**config.mk**
```make
export PLATFORM = sky130hd
export DESIGN_NAME = fir_upsampler_n
export DESIGN_NICKNAME = d
export VERILOG_FILES = /design/src/rtl/fir_upsampler_n.sv
export SDC_FILE = /design/constraint.sdc
export NUM_CORES = 1
export LEC_CHECK = 0
export CAP_MARGIN = 30
export CORE_AREA = 2 2 170 189
export CTS_BUF_LIST = sky130_fd_sc_hd__clkbuf_8
export CTS_CLUSTER_SIZE = 16
export DETAILED_ROUTE_END_ITERATION = 10
export DIE_AREA = 0 0 172 191
export GPL_TIMING_DRIVEN = 0
export PLACE_DENSITY_LB_ADDON = 0.05
export SKIP_LAST_GASP = 1
export SLEW_MARGIN = 20
export SYNTH_ARGS = -nofsm -noshare
export SYNTH_HDL_FRONTEND = slang
export SYNTH_SLANG_ARGS = --single-unit
```
**constraint.sdc**
```tcl
create_clock -name CLOCK_50_I -period 12.9 [get_ports CLOCK_50_I]
set_input_delay 1.935 -clock CLOCK_50_I [delete_from_list [all_inputs] [get_ports CLOCK_50_I]]
set_output_delay 1.935 -clock CLOCK_50_I [all_outputs]
set_load 0.05 [all_outputs]
```
**src/rtl/fir_upsampler_n.sv**
```systemverilog
// rtl/fir_upsampler_n.sv - 2x chroma upsampler: 6-tap symmetric FIR interpolation over interleaved channels
module fir_upsampler_n #(
   parameter int DATA_W   = 8,
   parameter int NUM_CH   = 2,
   parameter int LINE_LEN = 160,
   parameter int C0       = 21,
   parameter int C1       = 52,
   parameter int C2       = 159
) (
   input  logic                                           CLOCK_50_I,
   input  logic                                           reset,
   input  logic                                           line_start,
   input  logic                                           in_valid,
   output logic                                           in_ready,
   input  logic [2*DATA_W-1:0]                            in_data,
   output logic                                           out_valid,
   input  logic                                           out_ready,
   output logic [((NUM_CH > 1) ? $clog2(NUM_CH) : 1)-1:0] out_ch,
   output logic [DATA_W-1:0]                              out_even,
   output logic [DATA_W-1:0]                              out_odd,
   output logic                                           out_last,
   output logic                                           busy
);

   localparam int CH_W  = (NUM_CH > 1) ? $clog2(NUM_CH) : 1;
   localparam int ACC_W = 2 * DATA_W + 4;
   localparam int J_W   = $clog2(LINE_LEN);
   localparam int TOTAL = NUM_CH * LINE_LEN / 2;
   localparam int CNT_W = $clog2(TOTAL + 1);
   localparam logic signed [ACC_W-1:0] K0   = ACC_W'(C0);
   localparam logic signed [ACC_W-1:0] K1   = ACC_W'(C1);
   localparam logic signed [ACC_W-1:0] K2   = ACC_W'(C2);
   localparam logic signed [ACC_W-1:0] RND  = ACC_W'(128);
   localparam logic signed [ACC_W-1:0] MAXV = ACC_W'((1 << DATA_W) - 1);

   typedef enum logic [2:0] {S_IDLE, S_FILL, S_MAC0, S_MAC1, S_MAC2, S_OUT} state_t;

   state_t                    state_q;
   logic [J_W-1:0]            j_q;
   logic [CH_W-1:0]           ch_q;
   logic [CH_W-1:0]           wr_ch_q;
   logic [CNT_W-1:0]          wr_cnt_q;
   logic signed [ACC_W-1:0]   acc_q;
   // win_q[c][0..5] holds x[j-2..j+3] of channel c
   logic [DATA_W-1:0]         win_q [NUM_CH][6];
   logic [2*DATA_W-1:0]       buf_q [NUM_CH];
   logic [1:0]                buf_n_q [NUM_CH];
   logic [1:0]                init_n_q [NUM_CH];
   logic [NUM_CH-1:0]         owe_q;
   logic [CH_W-1:0]           out_ch_q;
   logic [DATA_W-1:0]         out_even_q;
   logic [DATA_W-1:0]         out_odd_q;
   logic                      out_last_q;

   logic [CH_W-1:0]           wr_dst;
   logic [1:0]                dst_init;
   logic                      dst_buf_full;
   logic [CNT_W-1:0]          base_cnt;
   logic                      words_left;
   logic                      accept;
   logic                      all_ready;
   logic                      all_can_shift;
   logic                      rep;
   logic                      last_ch;
   logic [DATA_W-1:0]         nxt [NUM_CH];
   logic signed [ACC_W-1:0]   acc_d;
   logic signed [ACC_W-1:0]   shifted;
   logic [DATA_W-1:0]         odd_d;

   function automatic logic signed [ACC_W-1:0] ext(input logic [DATA_W-1:0] v);
      ext = $signed({{(ACC_W-DATA_W){1'b0}}, v});
   endfunction

   // Input side: a line_start word is word 0 of a freshly cleared line
   always_comb begin
      wr_dst       = line_start ? '0 : wr_ch_q;
      dst_init     = line_start ? 2'd0 : init_n_q[wr_dst];
      dst_buf_full = line_start ? 1'b0 : (buf_n_q[wr_dst] != 2'd0);
      base_cnt     = line_start ? '0 : wr_cnt_q;
      words_left   = line_start || (wr_cnt_q < CNT_W'(TOTAL));
      in_ready     = !reset && (state_q != S_IDLE || line_start) && words_left &&
                     (dst_init != 2'd2 || !dst_buf_full);
      accept       = in_valid && in_ready;
   end

   // Window readiness and next-sample selection from each pending buffer
   always_comb begin
      all_ready     = 1'b1;
      all_can_shift = 1'b1;
      rep           = (int'(j_q) + 4 >= LINE_LEN);
      last_ch       = (ch_q == CH_W'(NUM_CH - 1));
      for (int c = 0; c < NUM_CH; c++) begin
         nxt[c] = (buf_n_q[c] == 2'd2) ? buf_q[c][2*DATA_W-1:DATA_W] : buf_q[c][DATA_W-1:0];
         if (init_n_q[c] != 2'd2 || owe_q[c]) all_ready = 1'b0;
         if (!rep && buf_n_q[c] == 2'd0) all_can_shift = 1'b0;
      end
   end

   // One symmetric tap pair per MAC state, then round/shift/clip for the odd sample
   always_comb begin
      acc_d = acc_q;
      case (state_q)
         S_MAC0:  acc_d = K0 * (ext(win_q[ch_q][0]) + ext(win_q[ch_q][5])) + RND;
         S_MAC1:  acc_d = acc_q - K1 * (ext(win_q[ch_q][1]) + ext(win_q[ch_q][4]));
         S_MAC2:  acc_d = acc_q + K2 * (ext(win_q[ch_q][2]) + ext(win_q[ch_q][3]));
         default: acc_d = acc_q;
      endcase
      shifted = acc_d >>> 8;
      if (shifted < 0)         odd_d = '0;
      else if (shifted > MAXV) odd_d = '1;
      else                     odd_d = shifted[DATA_W-1:0];
   end

   // Control FSM plus window/buffer bookkeeping; line_start and accepted words override last
   always_ff @(posedge CLOCK_50_I or posedge reset) begin
      if (reset) begin
         state_q    <= S_IDLE;
         j_q        <= '0;
         ch_q       <= '0;
         wr_ch_q    <= '0;
         wr_cnt_q   <= '0;
         acc_q      <= '0;
         owe_q      <= '0;
         out_ch_q   <= '0;
         out_even_q <= '0;
         out_odd_q  <= '0;
         out_last_q <= 1'b0;
         for (int c = 0; c < NUM_CH; c++) begin
            buf_q[c]    <= '0;
            buf_n_q[c]  <= '0;
            init_n_q[c] <= '0;
            for (int k = 0; k < 6; k++) win_q[c][k] <= '0;
         end
      end else begin
         case (state_q)
            S_IDLE: ;
            S_FILL: begin
               for (int c = 0; c < NUM_CH; c++) begin
                  if (owe_q[c] && buf_n_q[c] != 2'd0) begin
                     for (int k = 0; k < 5; k++) win_q[c][k] <= win_q[c][k+1];
                     win_q[c][5] <= nxt[c];
                     buf_n_q[c]  <= buf_n_q[c] - 2'd1;
                     owe_q[c]    <= 1'b0;
                  end
               end
               if (all_ready) state_q <= S_MAC0;
            end
            S_MAC0: begin
               acc_q   <= acc_d;
               state_q <= S_MAC1;
            end
            S_MAC1: begin
               acc_q   <= acc_d;
               state_q <= S_MAC2;
            end
            S_MAC2: begin
               acc_q      <= acc_d;
               out_odd_q  <= odd_d;
               out_even_q <= win_q[ch_q][2];
               out_ch_q   <= ch_q;
               out_last_q <= (j_q == J_W'(LINE_LEN - 1)) && last_ch;
               state_q    <= S_OUT;
            end
            S_OUT: begin
               if (out_ready) begin
                  if (out_last_q) begin
                     state_q <= S_IDLE;
                  end else if (!last_ch) begin
                     ch_q    <= ch_q + CH_W'(1);
                     state_q <= S_MAC0;
                  end else begin
                     ch_q <= '0;
                     j_q  <= j_q + J_W'(1);
                     // Past the line end the last sample is replicated by keeping slot 5
                     for (int c = 0; c < NUM_CH; c++) begin
                        if (rep) begin
                           for (int k = 0; k < 5; k++) win_q[c][k] <= win_q[c][k+1];
                        end else if (buf_n_q[c] != 2'd0) begin
                           for (int k = 0; k < 5; k++) win_q[c][k] <= win_q[c][k+1];
                           win_q[c][5] <= nxt[c];
                           buf_n_q[c]  <= buf_n_q[c] - 2'd1;
                        end else begin
                           owe_q[c] <= 1'b1;
                        end
                     end
                     state_q <= all_can_shift ? S_MAC0 : S_FILL;
                  end
               end
            end
            default: state_q <= S_IDLE;
         endcase

         if (line_start) begin
            state_q    <= S_FILL;
            j_q        <= '0;
            ch_q       <= '0;
            wr_ch_q    <= '0;
            wr_cnt_q   <= '0;
            owe_q      <= '0;
            out_last_q <= 1'b0;
            for (int c = 0; c < NUM_CH; c++) begin
               buf_q[c]    <= '0;
               buf_n_q[c]  <= '0;
               init_n_q[c] <= '0;
               for (int k = 0; k < 6; k++) win_q[c][k] <= '0;
            end
         end

         // First two words of a channel seed the window with left-edge replication
         if (accept) begin
            if (dst_init == 2'd0) begin
               win_q[wr_dst][0]  <= in_data[2*DATA_W-1:DATA_W];
               win_q[wr_dst][1]  <= in_data[2*DATA_W-1:DATA_W];
               win_q[wr_dst][2]  <= in_data[2*DATA_W-1:DATA_W];
               win_q[wr_dst][3]  <= in_data[DATA_W-1:0];
               init_n_q[wr_dst]  <= 2'd1;
            end else if (dst_init == 2'd1) begin
               win_q[wr_dst][4]  <= in_data[2*DATA_W-1:DATA_W];
               win_q[wr_dst][5]  <= in_data[DATA_W-1:0];
               init_n_q[wr_dst]  <= 2'd2;
            end else begin
               buf_q[wr_dst]     <= in_data;
               buf_n_q[wr_dst]   <= 2'd2;
            end
            wr_ch_q  <= (wr_dst == CH_W'(NUM_CH - 1)) ? '0 : wr_dst + CH_W'(1);
            wr_cnt_q <= base_cnt + CNT_W'(1);
         end
      end
   end

   assign out_valid = (state_q == S_OUT);
   assign busy      = (state_q != S_IDLE);
   assign out_ch    = out_ch_q;
   assign out_even  = out_even_q;
   assign out_odd   = out_odd_q;
   assign out_last  = out_last_q;

endmodule

```
==> summary.md <==
| Metric | Value |
|---|---|
| Status | finished clean |
| Worst min-delay path class | flip-flop to flip-flop |
| CTS tree | built |
| Placed standard-cell area | 16200 um2 |
| Register area | 4930 um2 |
| Cells after Synth | 1629 |
| Die area | 32900 um2 |
| Most frequent cells in the layout | dfrtp_1 (197), nand2_1 (179), ha_1 (155) |
| Arr. time, crit path | 11.35 ns |
| MaxCap Viol Count | 0 |
| Drt pass-1 iters | 5 |
| Crit path largest cell delay | 0.75 ns |
| Final hold violations | 0 |
| Setup CP Type | flip-flop to flip-flop |
| Critical path data required time | 13.28 ns |
| H-tree depth | 4 |
| Share of post-route cells with drive strength above 1 | 7.56% |
| Core Region | 31000 um2 |
| Uppermost layer routed | met4 |
| Tmin final | 10.97 ns |
| TritonCTS buffer count | 17 |
| Met3 wire len | 1.84 mm |
| Row count | 68 |
| Vias after detailed routing | 12143 |
| Pwr dens | 185 nW/um2 |
| Wire length per cell | 20.4 um |
| # resized after CTS | 0 |
| Synthesis-to-layout area growth | 9.37% |
| Root Driver | clkbuf_8 |
| Gr ovfl total | 0 |
| Synth Cell Area | 15200 um2 |
| Hold Slack | 0.484 ns |
| Most numerous cell on the critical path | fa_1 |
| Synth cell types | 69 |
| Die X | 172 um |
| Fillers | 2954 |
| Design area | 16600 um2 |
| Post-synthesis adder-cell area fraction | 17.5% |
| Initial Utilization | 49.2% |
| Setup TNS | 0 ns |
| Slowest cell on the critical path | buf_1 |
| Synth Area in Simple Gates | 11.7% |
| Max Buffers Root-to-Sink | 2 |
| Ys async rst share | 100% |
| Clock Pin Slew Worst Setup and Hold Paths | 0.11 ns |
| Largest family of logic cells by synthesized area | adder cells |
| Post-synth EDFFs | 0 |
| # setup viols final | 0 |
| WL final | 43.4 mm |
| Compound-Gate Fraction of Synth Area | 16.9% |
| Cell family with most CP delay | compound AO/OA/AOI/OAI gates |
| Main synth FF type | dfrtp_1 |
| Post-synthesis sequential area ratio | 32.4% |
| Syn Nets | 1840 |
| Total track usage | 27.2% |
| Worst-Margin Slew | 0.922 ns |
| Worst slew margin | 38.3% |
| Crit-path max FO | 10 |
| Max VDD drop | 0.226 mV |
| Ys Warns | 0 |
| Pin count of the biggest net entering global routing | 103 |
| FF+latch count, synth | 197 |
| Gpl congestion | 0.865 |
| Clock latency at the later pin of the worst-skew pair | 0.50 ns |
| Clock skew | 0.0152 ns |
| Iteration-0 DRC Markers | 890 |
| I/O pins | 42 |
| First-pass GRT wire length | 67.7 mm |
| # hold bufs at CTS | 0 |
| Met2 wire len | 20.7 mm |
| Leak Pwr | 7.55 nW |
| Commonest non-fill, non-tap cell in the layout | dfrtp_1 |
| CTS sink cnt | 197 |
| Avg Synthesized Cell Area | 9.35 um2 |
| Ant diodes | 0 |
| Fin crit share | 85.1% |
| Achievable frequency | 91.1 MHz |
| Nets | 1904 |
| Vias in the first global route | 11854 |
| IO buf count | 41 |
| Design Power | 0.00308 W |
| Post-CTS setup buffer count | 0 |
| Via density | 5.71 |
| Element type at the critical path end | flip-flop |
| RSZ-0062 raised after global routing | no |
| Xor and xnor fraction of the mapped netlist area | 5.47% |
| Die Height | 191 um |
| Post-synthesis mux area share | 11.7% |
| Critical path launch point type | flip-flop |
| DRT met1 WL | 19.5 mm |
| Initial antenna violation count | 0 |
| Detailed Place HPWL | 33.2 mm |
| Multi-input logic area | 9640 um2 |
| DRC Markers | 0 |
| Post-route ant nets | 0 |
| Slew Limit Fails | 0 |
| Bufs and invs on worst path | 5 |
==> synth_stat cells, types with 4 or more instances <==
cell type | n | share of area [%]
nor2b_1 | 18 | 0.74
nand3_1 | 19 | 0.62
a22oi_1 | 5 | 0.25
o21a_1 | 16 | 0.79
o21bai_1 | 15 | 0.74
ha_1 | 155 | 13
nand4_1 | 6 | 0.25
mux2_2 | 65 | 4.8
nor2_1 | 93 | 2.3
and2_1 | 6 | 0.25
buf_2 | 11 | 0.36
nor3_1 | 22 | 0.72
a31oi_1 | 11 | 0.45
buf_1 | 17 | 0.42
fa_1 | 35 | 4.6
dfrtp_1 | 197 | 32
a211o_1 | 4 | 0.23
xor2_1 | 36 | 2.1
a21oi_1 | 77 | 2.5
o21ai_0 | 148 | 4.9
or2_2 | 8 | 0.33
o22ai_1 | 12 | 0.49
nand2b_1 | 10 | 0.41
a21o_1 | 23 | 1.1
o21ai_1 | 13 | 0.43
mux2i_1 | 105 | 6.9
clkbuf_1 | 39 | 0.96
a211oi_1 | 9 | 0.44
o211ai_1 | 7 | 0.35
inv_1 | 99 | 2.4
o31ai_1 | 28 | 1.4
and3_1 | 7 | 0.29
a221o_1 | 13 | 0.85
or3_1 | 4 | 0.16
nand2_1 | 179 | 4.4
xnor2_1 | 59 | 3.4
==> sequential cells by signal, summed over array words and instances (netlist names) <==
| register | cells |
|---|---|
| win_q | 96 |
| buf_q | 32 |
| acc_q | 20 |
| j_q | 8 |
| out_even | 8 |
| out_odd | 8 |
| wr_cnt_q | 8 |
| buf_n_q | 4 |
| init_n_q | 4 |
| state_q | 3 |
| owe_q | 2 |
| ch_q | 1 |
| out_ch | 1 |
| out_last | 1 |
| wr_ch_q | 1 |
==> final timing paths <==
path	startpoint	end	slack, ns	depth (start not counted)
max	ch_q	out_odd[6]	1.93	36
min	out_ch	out_ch	0.48	2
max reg2reg	ch_q	out_odd[6]	1.93	36
min reg2reg	out_ch	out_ch	0.48	2
max in group asynchronous	reset	win_q[87]	9.90	3
min in group asynchronous	reset	wr_cnt_q[6]	2.02	2
==> final cells by class <==
cell class | instances | area share [%]
inverters | 101 | 2.32
well taps | 420 | 3.16
repair buffers | 45 | 2.75
flip-flops and latches | 197 | 29.6
clock inverters | 15 | 1.21
clock buffers | 17 | 1.41
multi-input cells | 1263 | 57.9
plain buffers | 68 | 1.64
==> routing by layer <==
metal	track usage (%)	vias to the layer above
met5	0	-
met4	9.86	0
met3	2.86	57
met2	45.0	308
met1	36.9	5871
li1	-	5907
==> power breakdown <==
part / total, W / switching (W) / internal, W / leakage (nW)
Combinational: 0.00192 / 0.00111 / 0.000813 / 4.64
Clock: 0.000449 / 0.000251 / 0.000197 / 0.215
Sequential: 0.000705 / 0.0000480 / 0.000657 / 2.69
Total: 0.00308 / 0.00141 / 0.00167 / 7.55
==> kinds of logic after synthesis <==
family,after synthesis
adders and majority gates,193
AOI/OAI and AO/OA,414
muxes,170
and+or+nand+nor,391
xor gates and xnor gates,95
buffers and inverters,169
DFF,197
==> through the flow <==
stage	utilization [%]	std cells	worst slack, ns
3_3_place_gp	52.2	2090	2.08
3_5_place_dp	52.3	2091	1.96
6_report	53.8	2126	1.93
2_1_floorplan	-	1629	4.30
5_1_grt	53.8	2126	1.18
4_1_cts	53.7	2123	1.92
==> worst min-delay path, stage by stage (launching register included) <==
cell and delay, ns:
dfrtp_1 0.35, nand2_1 0.05, nand2_1 0.05
Note: power is estimated with default switching activity, not from simulation.
